## src/rtl/gpio_ext.sv

```systemverilog
// Parametrised GPIO peripheral on the simple register bus: input synchroniser,
// debounce filter with shared prescaler, atomic output ops and latched interrupts.
module gpio_ext #(
  parameter int GPIO_W     = 8,
  parameter int SYNC_DEPTH = 2,
  parameter int DB_LEN     = 4,
  parameter int PRESC_W    = 16
) (
  input  logic              clk,
  input  logic              rst,
  input  logic [5:0]        addr,
  input  logic              we,
  input  logic [31:0]       wd,
  output logic [31:0]       rd,
  output logic              irq,
  input  logic [GPIO_W-1:0] gpi,
  output logic [GPIO_W-1:0] gpo,
  output logic [GPIO_W-1:0] gpd
);

  localparam int DBC_W = (DB_LEN > 1) ? $clog2(DB_LEN) : 1;

  typedef enum logic [3:0] {
    A_GPI  = 4'h0, A_GPO  = 4'h1, A_SET  = 4'h2, A_CLR  = 4'h3,
    A_TGL  = 4'h4, A_GPD  = 4'h5, A_MSK  = 4'h6, A_TYPE = 4'h7,
    A_POL  = 4'h8, A_BOTH = 4'h9, A_V    = 4'hA, A_DEN  = 4'hB,
    A_DIV  = 4'hC
  } reg_addr_e;

  reg_addr_e         idx;
  logic [GPIO_W-1:0] wdat;
  logic              unused_bits;

  assign idx         = reg_addr_e'(addr[5:2]);
  assign wdat        = wd[GPIO_W-1:0];
  assign unused_bits = ^{wd, addr[1:0]};

  logic [GPIO_W-1:0]  gpo_q, gpo_d, gpd_q, gpd_d, msk_q, msk_d, typ_q, typ_d;
  logic [GPIO_W-1:0]  pol_q, pol_d, both_q, both_d, irqv_q, irqv_d, den_q, den_d;
  logic [PRESC_W-1:0] div_q, div_d, presc_q, presc_d;
  logic [GPIO_W-1:0]  sync_q [SYNC_DEPTH];
  logic [GPIO_W-1:0]  filt_q, filt_d, prev_q;
  logic [DBC_W-1:0]   dbc_q [GPIO_W];
  logic [DBC_W-1:0]   dbc_d [GPIO_W];
  logic               irq_q;

  logic               tick;
  logic [GPIO_W-1:0]  sync, den_tgl, rise, fall, edge_ev, lvl_ev, evt;

  assign sync = sync_q[SYNC_DEPTH-1];
  assign tick = (presc_q == div_q);

  // Register writes, prescaler and status next-state.
  // NOTE: every always_comb output gets a default first so no latch is inferred.
  always_comb begin
    gpo_d  = gpo_q;
    gpd_d  = gpd_q;
    msk_d  = msk_q;
    typ_d  = typ_q;
    pol_d  = pol_q;
    both_d = both_q;
    den_d  = den_q;
    div_d  = div_q;
    irqv_d = irqv_q;
    if (we) begin
      case (idx)
        A_GPO:   gpo_d  = wdat;
        A_SET:   gpo_d  = gpo_q | wdat;
        A_CLR:   gpo_d  = gpo_q & ~wdat;
        A_TGL:   gpo_d  = gpo_q ^ wdat;
        A_GPD:   gpd_d  = wdat;
        A_MSK:   msk_d  = wdat;
        A_TYPE:  typ_d  = wdat;
        A_POL:   pol_d  = wdat;
        A_BOTH:  both_d = wdat;
        A_V:     irqv_d = irqv_q & ~wdat;
        A_DEN:   den_d  = wdat;
        A_DIV:   div_d  = wd[PRESC_W-1:0];
        default: ;
      endcase
    end
    // Events are OR-ed in after the clear so a new event wins over W1C.
    irqv_d = irqv_d | evt;

    if (we && idx == A_DIV) presc_d = '0;
    else if (tick)          presc_d = '0;
    else                    presc_d = presc_q + PRESC_W'(1);
  end

  assign den_tgl = (we && idx == A_DEN) ? (wdat ^ den_q) : '0;

  always_comb begin
    filt_d = filt_q;
    for (int i = 0; i < GPIO_W; i++) begin
      dbc_d[i] = dbc_q[i];
      if (!den_q[i]) begin
        filt_d[i] = sync[i];
        dbc_d[i]  = '0;
      end else if (sync[i] == filt_q[i]) begin
        dbc_d[i] = '0;
      end else if (tick) begin
        if (dbc_q[i] == DBC_W'(DB_LEN - 1)) begin
          filt_d[i] = sync[i];
          dbc_d[i]  = '0;
        end else begin
          dbc_d[i] = dbc_q[i] + DBC_W'(1);
        end
      end
      if (den_tgl[i]) dbc_d[i] = '0;
    end
  end

  assign rise    = filt_q & ~prev_q;
  assign fall    = ~filt_q & prev_q;
  assign edge_ev = (both_q & (rise | fall)) | (~both_q & ((pol_q & rise) | (~pol_q & fall)));
  assign lvl_ev  = ~(filt_q ^ pol_q);
  assign evt     = msk_q & ((typ_q & lvl_ev) | (~typ_q & edge_ev));

  // NOTE: sequential state uses non-blocking assignments only.
  always_ff @(posedge clk) begin
    if (rst) begin
      gpo_q   <= '0;
      gpd_q   <= '0;
      msk_q   <= '0;
      typ_q   <= '0;
      pol_q   <= '0;
      both_q  <= '0;
      irqv_q  <= '0;
      den_q   <= '0;
      div_q   <= '0;
      presc_q <= '0;
      filt_q  <= '0;
      prev_q  <= '0;
      irq_q   <= 1'b0;
      // NOTE: the synchroniser and filter-counter arrays are reset too, so a
      // reset mid-debounce leaves no stale state behind.
      for (int k = 0; k < SYNC_DEPTH; k++) sync_q[k] <= '0;
      for (int i = 0; i < GPIO_W; i++)     dbc_q[i]  <= '0;
    end else begin
      gpo_q   <= gpo_d;
      gpd_q   <= gpd_d;
      msk_q   <= msk_d;
      typ_q   <= typ_d;
      pol_q   <= pol_d;
      both_q  <= both_d;
      irqv_q  <= irqv_d;
      den_q   <= den_d;
      div_q   <= div_d;
      presc_q <= presc_d;
      filt_q  <= filt_d;
      prev_q  <= filt_q;
      irq_q   <= |irqv_q;
      sync_q[0] <= gpi;
      for (int k = 1; k < SYNC_DEPTH; k++) sync_q[k] <= sync_q[k-1];
      for (int i = 0; i < GPIO_W; i++)     dbc_q[i]  <= dbc_d[i];
    end
  end

  always_comb begin
    rd = '0;
    case (idx)
      A_GPI:   rd[GPIO_W-1:0]  = filt_q;
      A_GPO:   rd[GPIO_W-1:0]  = gpo_q;
      A_GPD:   rd[GPIO_W-1:0]  = gpd_q;
      A_MSK:   rd[GPIO_W-1:0]  = msk_q;
      A_TYPE:  rd[GPIO_W-1:0]  = typ_q;
      A_POL:   rd[GPIO_W-1:0]  = pol_q;
      A_BOTH:  rd[GPIO_W-1:0]  = both_q;
      A_V:     rd[GPIO_W-1:0]  = irqv_q;
      A_DEN:   rd[GPIO_W-1:0]  = den_q;
      A_DIV:   rd[PRESC_W-1:0] = div_q;
      default: rd = '0;
    endcase
  end

  assign gpo = gpo_q;
  assign gpd = gpd_q;
  assign irq = irq_q;

endmodule

```

## config.mk

```make
export PLATFORM = sky130hd
export DESIGN_NAME = gpio_ext
export DESIGN_NICKNAME = d
export VERILOG_FILES = /design/src/rtl/gpio_ext.sv
export SDC_FILE = /design/constraint.sdc
export NUM_CORES = 1
export LEC_CHECK = 0
export CAP_MARGIN = 20
export CORE_ASPECT_RATIO = 0.8
export CORE_MARGIN = 2
export CORE_UTILIZATION = 60
export CTS_CLUSTER_SIZE = 28
export DETAILED_ROUTE_END_ITERATION = 6
export PLACE_DENSITY = 0.86
export SLEW_MARGIN = 5
export SYNTH_ARGS = -nofsm -noshare
export SYNTH_HDL_FRONTEND = slang
export SYNTH_SLANG_ARGS = --single-unit
```

## constraint.sdc

```tcl
create_clock -name clk -period 3.7 [get_ports clk]
set_input_delay 0.555 -clock clk [delete_from_list [all_inputs] [get_ports clk]]
set_output_delay 0.555 -clock clk [all_outputs]
set_load 0.01 [all_outputs]
```

==> metrics.yaml, run 1 <==
p_leak_uw: 0.00337
syn_area_mm2: 0.00755
grt_pass1_wl_um: 32600
ys_seq_elements: 145
p_per_area_mw_per_mm2: 439
grt_overflow: 0
dp_hpwl_um: 13500
fin_area_mm2: 0.00895
top_layer_used: "met4"
layout_setup_ws_ns: 0.192
final_cell_mix: "dfxtp_1, nand2_1, nor2_1, a21oi_1, o21ai_0"
cts_tree: "done"
dr.first_iter.drc_count: 764
min_path_type: "reg2reg"
setup_violations: 0
min_delay_path_depth: 1
r2r-start: "presc_q[2]"
row_count: 36
async_reset_ff_share_pct: 0
tns_ns: 0
dieArea_mm2: 0.0135
clock_latency_ns: 0.43
cts_hold_buf: 0
dieHeight_um: 104
hold_violations: 0
crit_path_start_kind: "input port"
wl_per_cell_um: 17.3
reg2reg_slack_ns: 1.37
post_cts_buffers: 0
outcome: "finished, final reports clean"
cts_resized: 0
start_util_pct: 61.6
critPathKind: "in2out"
port_buffers: 63
final_common_cell: "dfxtp_1"
nFillCells: 924
timing.rr.end: "presc_q[10]"
clock.fmax_mhz: 285
coreArea_mm2: 0.0123
yosys_warnings: 0
gp_congestion: 0.952
grt_pass1_vias: 6510
final_antenna_net_count: 0
crit_required_ns: 3.14
max_slew.worst_pin.slew_ns: 0.846
h-tree-depth: 4
peakVddDrop_uv: 371
hold_path_end: "sync_q[0][10]"
fin_crit_sh_pct: 94.8
vias: 6823
cts_sinks: 145
reg2reg_depth: 6
end_kind: "primary output"
antenna_found_initial: 0
nets: 1058
fin_skew_ns: 0.0101
maxCapViolCount: 0
die_x_um: 129
routed_wl_um: 19900
grt_use_total_pct: 30.4
ys.flop_type: "dfxtp_1"
wl_met2_um: 8990
synth_edf_count: 0
cp.arrival_ns: 2.95
yosysUniqueCellTypes: 52
synth_cells: 913
met1_length_um: 8490
hp-start: "sync_q[0][2]"
dpl-instance-area_mm2: 0.00830
cts.path.max_buffers: 2
route.met3.wl_um: 1940
first_pass_iters: 5
drive_gt1_share_pct: 9.28
root_buffer: "clkbuf_16"
yosysSeqAreaShare_pct: 38.4
fin_crit_ns: 3.51
path_clk_slew_ns: 0.06
syn2layout_area_growth_pct: 18.6
crit_path_max_fanout: 9
rsz0062_at_grt: "false"
slew_headroom_pct: 43.4
avgSynthCellArea_um2: 8.27
io_pins: 98
grt_max_degree: 66
via_per_inst: 5.92
pre_cts_slack_ns: 0.300
drv_slew: 0
cts_buffers: 17
drc: 0
diodes: 0
[worst max-delay path, cell delays in order]
cell and delay (ns):
clkdlybuf4s50_1 0.64, buf_4 0.22, nand2b_1 0.27, nor2_1 0.13, a32o_1 0.23, a221oi_1 0.22
o21ai_0 0.18, clkdlybuf4s50_1 0.52
[kinds of logic after synthesis]
group | Yosys count | share of synthesized area (%)
compound gates | 189 | 15.1
xor+xnor | 40 | 4.64
fa+ha+maj | 41 | 6.79
buf+inv | 107 | 6.69
flops | 145 | 38.4
mux | 59 | 8.17
other cells | 1 | 0.0497
simple gates | 331 | 20.1
[registers in the layout, summed over array words and instances, names as in the netlist, 16 cells and up]
| register | cells |
|---|---|
| presc_q | 16 |
| sync_q | 16 |
| div_q | 16 |
| dbc_q | 16 |
[layout make-up]
class                   count  area [um^2]  share of cell area, %
clock buffers              19          443                   4.95
clock inverters            13          209                   2.33
inverters                  35          131                   1.47
multi-input cells         676         4200                   46.9
flip-flops and latches    145         2900                   32.4
well taps                 171          214                   2.39
repair buffers             93          853                   9.53
[report_power, final]
| part | switching [uW] | internal [uW] |
|---|---|---|
| Sequential | 31.2 | 1590 |
| Clock | 683 | 1220 |
| Combinational | 242 | 167 |
[synthesized netlist by cell type, types with 2 or more instances]
master | n | share of area, %
dfxtp_1 | 145 | 38
nand2_1 | 119 | 5.9
nor2_1 | 109 | 5.4
a21oi_1 | 64 | 4.2
o21ai_0 | 63 | 4.2
ha_1 | 41 | 6.8
mux2i_1 | 38 | 5.0
clkbuf_1 | 36 | 1.8
inv_1 | 35 | 1.7
nor2b_1 | 35 | 2.9
xnor2_1 | 28 | 3.2
mux2_2 | 21 | 3.1
nand3_1 | 18 | 1.2
a22oi_1 | 17 | 1.7
buf_4 | 17 | 1.7
xor2_1 | 12 | 1.4
and2_1 | 9 | 0.75
nand4_1 | 9 | 0.75
a211oi_1 | 8 | 0.80
a222oi_1 | 8 | 1.1
buf_2 | 8 | 0.53
a21boi_0 | 7 | 0.70
buf_1 | 7 | 0.35
and3_1 | 6 | 0.50
a31oi_1 | 5 | 0.41
nand3b_1 | 5 | 0.50
a221oi_1 | 4 | 0.46
buf_6 | 4 | 0.60
nor3_1 | 4 | 0.27
nor4_1 | 3 | 0.25
a211o_1 | 2 | 0.23
a22o_1 | 2 | 0.23
a32oi_1 | 2 | 0.23
nand2b_1 | 2 | 0.17
nor2_2 | 2 | 0.17
nor3b_2 | 2 | 0.33
[layer usage]
metal,track usage [%],up-vias
met5,0,-
met2,47.0,369
met1,41.2,3188
met4,11.7,0
met3,7.10,67
li1,-,3199
[through the flow]
stage	hold slack [ns]	power, uW	util (%)	std cells
3_5_place_dp	0.426	2050	67.7	1120
6_report	0.434	3930	73.1	1152
4_1_cts	0.441	3930	73.1	1152
5_1_grt	0.454	4050	73.1	1152
3_3_place_gp	0.418	2040	67.7	1120
2_1_floorplan	0.414	1930	-	928
[worst max path at each step]
stage | from | end | cells past startpoint
5_1_grt | addr[2] | rd[3] | 7
4_1_cts | addr[5] | rd[5] | 8
3_3_place_gp | addr[5] | rd[5] | 8
6_report | addr[5] | rd[5] | 8
2_1_floorplan | addr[4] | rd[6] | 7
3_5_place_dp | addr[5] | rd[5] | 8
(Power assumes the default switching activity.)
==> run 2, diff against run 1 <==
--- a/config.mk
+++ b/config.mk
@@ -12,7 +12,7 @@
 export CTS_CLUSTER_SIZE = 28
 export DETAILED_ROUTE_END_ITERATION = 6
 export PLACE_DENSITY = 0.86
-export SLEW_MARGIN = 5
+export SLEW_MARGIN = 20
 export SYNTH_ARGS = -nofsm -noshare
 export SYNTH_HDL_FRONTEND = slang
 export SYNTH_SLANG_ARGS = --single-unit
==> constraint.sdc (replaced) <==
create_clock -name clk -period 4.2 [get_ports clk]
set_input_delay 0.63 -clock clk [delete_from_list [all_inputs] [get_ports clk]]
set_output_delay 0.63 -clock clk [all_outputs]
set_load 0.01 [all_outputs]
==> run 2 against run 1 <==
Against the previous run:
- sequential share of layout area rose by 0.27 points
- clock skew fell by 0.0036 ns
- setup slack improved by 0.21 ns
- critical path depth did not move
- global-route usage fell by 0.39 points
- non-clock buffer count fell by 7
- clock power fell by 17%
- critical path type unchanged
- the run now ends with design-rule violations left
==> metrics.yaml, run 2 (synthesized netlist as in run 1, its figures left out) <==
outcome: "complete, but fails checks"
violations: "design-rule violations"
grt_pass1_vias: 6276  # -3.6%
diodes: 0  # unchanged
nFillCells: 916  # -0.87%
swShare_pct: 24.4  # +0.083 points
post_cts_buffers: 0  # unchanged
final_antenna_net_count: 0  # unchanged
crit_path_start_kind: "input port"
cts_resized: 0  # unchanged
grt_max_degree: 50  # -24%
clock_latency_ns: 0.42  # about the same
dieHeight_um: 104  # unchanged
cp.arrival_ns: 3.16  # +0.21 ns
final_common_cell: "dfxtp_1"
internal_power_uw: 2540  # -14%
wl_per_cell_um: 17.4  # +0.65%
finalNonFillerCells: 1145  # -0.61%
io_pins: 98  # unchanged
cts_tree: "done"
via_per_inst: 5.83  # -1.6%
timing.rr.end: "presc_q[7]"
hold_violations: 0  # unchanged
grt_use_total_pct: 30.0  # -0.39 points
setup_violations: 0  # unchanged
min_delay_path_depth: 1  # unchanged
timing.hold.ws_ns: 0.434  # +0.000551 ns
gp_congestion: 0.971  # +1.9%
crit_path_max_fanout: 11  # +2
p_leak_uw: 0.00333  # -1.2%
p_per_area_mw_per_mm2: 379  # -14%
cts_hold_buf: 0  # unchanged
dp_hpwl_um: 13400  # -1.3%
fin_skew_ns: 0.00652  # -0.00356 ns
routed_wl_um: 20000  # about the same
crit_required_ns: 3.57  # +0.43 ns
combinationalPowerShare_pct: 10.7  # +0.3 points
maxCapViolCount: 0  # unchanged
critPathKind: "in2out"
hp-start: "sync_q[0][4]"
slew_headroom_pct: 42.9  # -0.53 points
cts.path.max_buffers: 2  # unchanged
max_slew.worst_pin.slew_ns: 0.854  # +0.00798 ns
r2r-start: "presc_q[5]"
port_buffers: 63  # unchanged
dp_cells: 1113  # -0.63%
peakVddDrop_uv: 279  # -25%
total_power_uw: 3360  # -14%
sequentialPowerShare_pct: 42.5  # +1.2 points
drive_gt1_share_pct: 8.52  # -0.75 points
drc: 11  # +11
end_kind: "primary output"
p_switching_uw: 821  # -14%
grt_pass1_wl_um: 32100  # -1.8%
drv_slew: 0  # unchanged
hold_path_end: "sync_q[0][12]"
reg2reg_slack_ns: 1.88  # +0.51 ns
vias: 6673  # -2.2%
antenna_found_initial: 0  # unchanged
pwr-share-clk_pct: 46.8  # -1.5 points
fin_crit_sh_pct: 90.3
root_buffer: "clkbuf_16"
cts_sinks: 145  # unchanged
nets: 1051  # -0.66%
layout_setup_ws_ns: 0.406  # +0.214 ns
grt_overflow: 0  # unchanged
rsz0062_at_grt: "false"
final_cell_mix: "dfxtp_1, nand2_1, nor2_1, a21oi_1, o21ai_0"
syn2layout_area_growth_pct: 17.6
pre_cts_slack_ns: 0.494  # +0.194 ns
multi_input_area_mm2: 0.00420  # unchanged
h-tree-depth: 4  # unchanged
reg2reg_depth: 6  # unchanged
dieArea_mm2: 0.0135  # unchanged
dr.first_iter.drc_count: 887  # +16%
clock.fmax_mhz: 264
row_count: 36  # unchanged
coreArea_mm2: 0.0123  # unchanged
start_util_pct: 61.6  # unchanged
path_clk_slew_ns: 0.05  # about the same
seq_area_mm2: 0.00290  # unchanged
fin_crit_ns: 3.79
min_path_type: "reg2reg"
first_pass_iters: 7  # +2
die_x_um: 129  # unchanged
cts_buffers: 17  # unchanged
tns_ns: 0  # unchanged
==> run 2: cell types whose count changed in the layout (fill, tap and decap cells not counted), sizes merged <==
cell,previous run,this run
clkbuf,19,23
buf,31,24
inv,36,35
bufinv,5,3
clkinvlp,3,2
==> run 2: how the worst max path moves through the flow <==
| stage | to | start | cells after the start | slack (ns) |
|---|---|---|---|---|
| after floorplan | rd[6] | addr[4] | 7 | 1.68 |
| after global placement | rd[4] | addr[5] | 7 | 0.49 |
| after detailed placement | rd[4] | addr[5] | 7 | 0.49 |
| after CTS | rd[4] | addr[5] | 7 | 0.49 |
| after global routing | rd[5] | addr[5] | 8 | 0.23 |
| final | rd[4] | addr[5] | 8 | 0.41 |
==> run 2: per-stage QoR <==
step / area, um^2 / utilization [%]
floorplan: 7610 / -
global placement: 8260 / 67.4
detailed placement: 8260 / 67.4
CTS: 8880 / 72.5
global route: 8880 / 72.5
finish: 8880 / 72.5
==> run 2: layout make-up <==
cell class	instances	share of cell area [%]
Tap cell	171	2.41
Multi-Input combinational cell	676	47.3
Inverter	35	1.48
Timing Repair Buffer	86	9.16
Clock inverter	9	1.45
Sequential cell	145	32.7
Clock buffer	23	5.50
==> run 2: critical path, cell delays in order <==
cell and delay (ns):
clkdlybuf4s50_1 0.71, nor2b_1 0.37, buf_4 0.27, a22oi_1 0.13, a21oi_1 0.15, nand2_1 0.07, o311ai_0 0.19, clkdlybuf4s50_1 0.65
==> run 2: routing by layer <==
layer	GRT usage, %	wire length [um]
met4	10.4	517
met2	46.0	9050
met1	41.3	8350
met5	0	0
met3	7.15	2030
==> run 2: power by group through the flow <==
| stage | Sequential, uW | Combinational (uW) | Clock (uW) |
|---|---|---|---|
| after floorplan | 1450 | 252 | 0 |
| after global placement | 1460 | 337 | 0 |
| after detailed placement | 1460 | 347 | 0 |
| after CTS | 1430 | 353 | 1580 |
| after global routing | 1430 | 386 | 1650 |
| final | 1430 | 360 | 1570 |
==> run 3, diff against run 2 <==
--- a/config.mk
+++ b/config.mk
@@ -6,11 +6,12 @@
 export NUM_CORES = 1
 export LEC_CHECK = 0
 export CAP_MARGIN = 20
-export CORE_ASPECT_RATIO = 0.8
+export CORE_ASPECT_RATIO = 1.5
 export CORE_MARGIN = 2
 export CORE_UTILIZATION = 60
 export CTS_CLUSTER_SIZE = 28
 export DETAILED_ROUTE_END_ITERATION = 6
+export MAX_ROUTING_LAYER = met4
 export PLACE_DENSITY = 0.86
 export SLEW_MARGIN = 20
 export SYNTH_ARGS = -nofsm -noshare
==> run 3 against run 2 <==
Against the previous run:
- the flow now finishes without violations
- sequential share of layout area is 0.51 points higher
- total power decreased by 7.1%
- global-route usage increased by 0.82 points
- utilization decreased by 1.9 points
- critical path depth is 1 higher
==> metrics.yaml, run 3 (synthesized netlist as in run 1, its figures left out) <==
grt_max_degree: 50  # unchanged
drive_gt1_share_pct: 8.15  # -0.37 points
row_count: 50  # +39%
dr.first_iter.drc_count: 634  # -29%
worstSetupEndpoint: "rd[0]"
final_cell_mix: "dfxtp_1, nand2_1, nor2_1, a21oi_1, o21ai_0"
grt_use_total_pct: 30.8  # +0.82 points
cp.arrival_ns: 2.96  # -0.20 ns
rsz0062_at_grt: "false"
grt_pass1_wl_um: 31600  # -1.4%
die_x_um: 95.6  # -26%
gp_congestion: 0.945  # -2.6%
p_per_area_mw_per_mm2: 357  # -5.7%
cts_sinks: 145  # unchanged
grt_use_met3_pct: 6.64  # -0.51 points
path_clk_slew_ns: 0.06  # about the same
dp_hpwl_um: 13300  # -0.72%
setup_violations: 0  # unchanged
clock_latency_ns: 0.42  # about the same
peakVddDrop_uv: 276  # -1.1%
grt.busiest_layer: "met2"
min_path_type: "reg2reg"
grt_overflow: 0  # unchanged
cts_hold_buf: 0  # unchanged
post_cts_buffers: 0  # unchanged
fin_area_mm2: 0.00874  # -1.6%
maxCapViolCount: 0  # unchanged
fin_util_pct: 70.6  # -1.9 points
end_kind: "primary output"
crit_required_ns: 3.57  # about the same
tns_ns: 0  # unchanged
cts.path.max_buffers: 2  # unchanged
fin_crit_ns: 3.59  # -0.205 ns
via_per_inst: 6.03  # +3.5%
drc: 0  # -11
reg2reg_slack_ns: 1.96  # +0.08 ns
clock.fmax_mhz: 279  # +5.7%
crit_path_max_fanout: 17  # +6
wl_per_cell_um: 17.2  # -1.2%
max_slew.worst_pin.slew_ns: 0.785  # -0.0691 ns
finalNonFillerCells: 1125  # -1.7%
final_antenna_net_count: 0  # unchanged
routed_wl_um: 19400  # -2.9%
final_common_cell: "dfxtp_1"
critPathKind: "in2out"
startpoint: "addr[4]"
syn2layout_area_growth_pct: 15.7
crit_path_start_kind: "input port"
drv_slew: 0  # unchanged
met2_usage_pct: 50.6  # +4.6 points
p_leak_uw: 0.00327  # -1.9%
antenna_found_initial: 0  # unchanged
nets: 1048  # -0.29%
r2r-start: "div_q[0]"
dpl-instance-area_mm2: 0.00822  # -0.50%
fin_skew_ns: 0.00865  # +0.00214 ns
vias: 6789  # +1.7%
met1_usage_pct: 33.8  # -7.5 points
slew_headroom_pct: 47.6  # +4.8 points
hold_violations: 0  # unchanged
root_buffer: "clkbuf_16"
grt_pass1_vias: 6577  # +4.8%
dp_cells: 1095  # -1.6%
io_pins: 98  # unchanged
cts_tree: "done"
h-tree-depth: 4  # unchanged
outcome: "finished, final reports clean"
coreArea_mm2: 0.0124  # +1.1%
timing.rr.end: "presc_q[4]"
diodes: 0  # unchanged
reg2reg_depth: 6  # unchanged
cts_resized: 0  # unchanged
port_buffers: 63  # unchanged
fin_crit_sh_pct: 85.5  # -4.9 points
start_util_pct: 61.0  # -0.67 points
dieArea_mm2: 0.0135  # about the same
cts_buffers: 17  # unchanged
first_pass_iters: 6  # -1
dieHeight_um: 141  # +36%
## run 3: worst max-delay path, stage by stage
cell and delay, ns:
clkdlybuf4s50_1 0.60, buf_4 0.26, nor2b_1 0.06, buf_4 0.20, a22o_1 0.20, a22oi_1 0.14
a21oi_1 0.09, a211o_1 0.30, clkdlybuf4s50_1 0.48
## run 3: how the worst min path moves through the flow
stage          cells after the start             to  slack [ns]    startpoint
4_1_cts                            1  sync_q[0][11]        0.44  sync_q[0][3]
3_3_place_gp                       1   sync_q[0][8]        0.42  sync_q[0][0]
5_1_grt                            1   sync_q[0][9]        0.45  sync_q[0][1]
3_5_place_dp                       1  sync_q[0][11]        0.42  sync_q[0][3]
6_report                           1   sync_q[0][9]        0.44  sync_q[0][1]
2_1_floorplan                      1  sync_q[0][10]        0.41  sync_q[0][2]
## run 3: area by class of cell
type / count / area (um^2)
Timing Repair Buffer: 83 / 791
Sequential cell: 145 / 2900
Multi-Input combinational cell: 676 / 4200
Fill cell: 911 / 3650
Clock inverter: 10 / 63.8
Clock buffer: 20 / 457
Inverter: 35 / 131
Tap cell: 156 / 195
## run 3: metrics by stage
stage                     total power, uW  setup WS [ns]  hold slack, ns
after floorplan                      1700           1.68           0.414
after global placement               1790          0.655           0.417
after detailed placement             1790          0.635           0.425
after CTS                            3130          0.633           0.439
after global routing                 3230          0.508           0.452
final                                3120          0.611           0.435
## run 3: where the power goes
group / internal [uW] / switching (uW) / total, uW
clock network: 774 / 575 / 1350
logic: 143 / 203 / 346
registers: 1400 / 27.1 / 1430
## run 3: per-layer routing
| metal | up-vias | wire length [um] |
|---|---|---|
| met4 | 0 | 970 |
| met2 | 380 | 9720 |
| met1 | 3151 | 7170 |
| li1 | 3170 | - |
| met5 | - | 0 |
| met3 | 88 | 1510 |
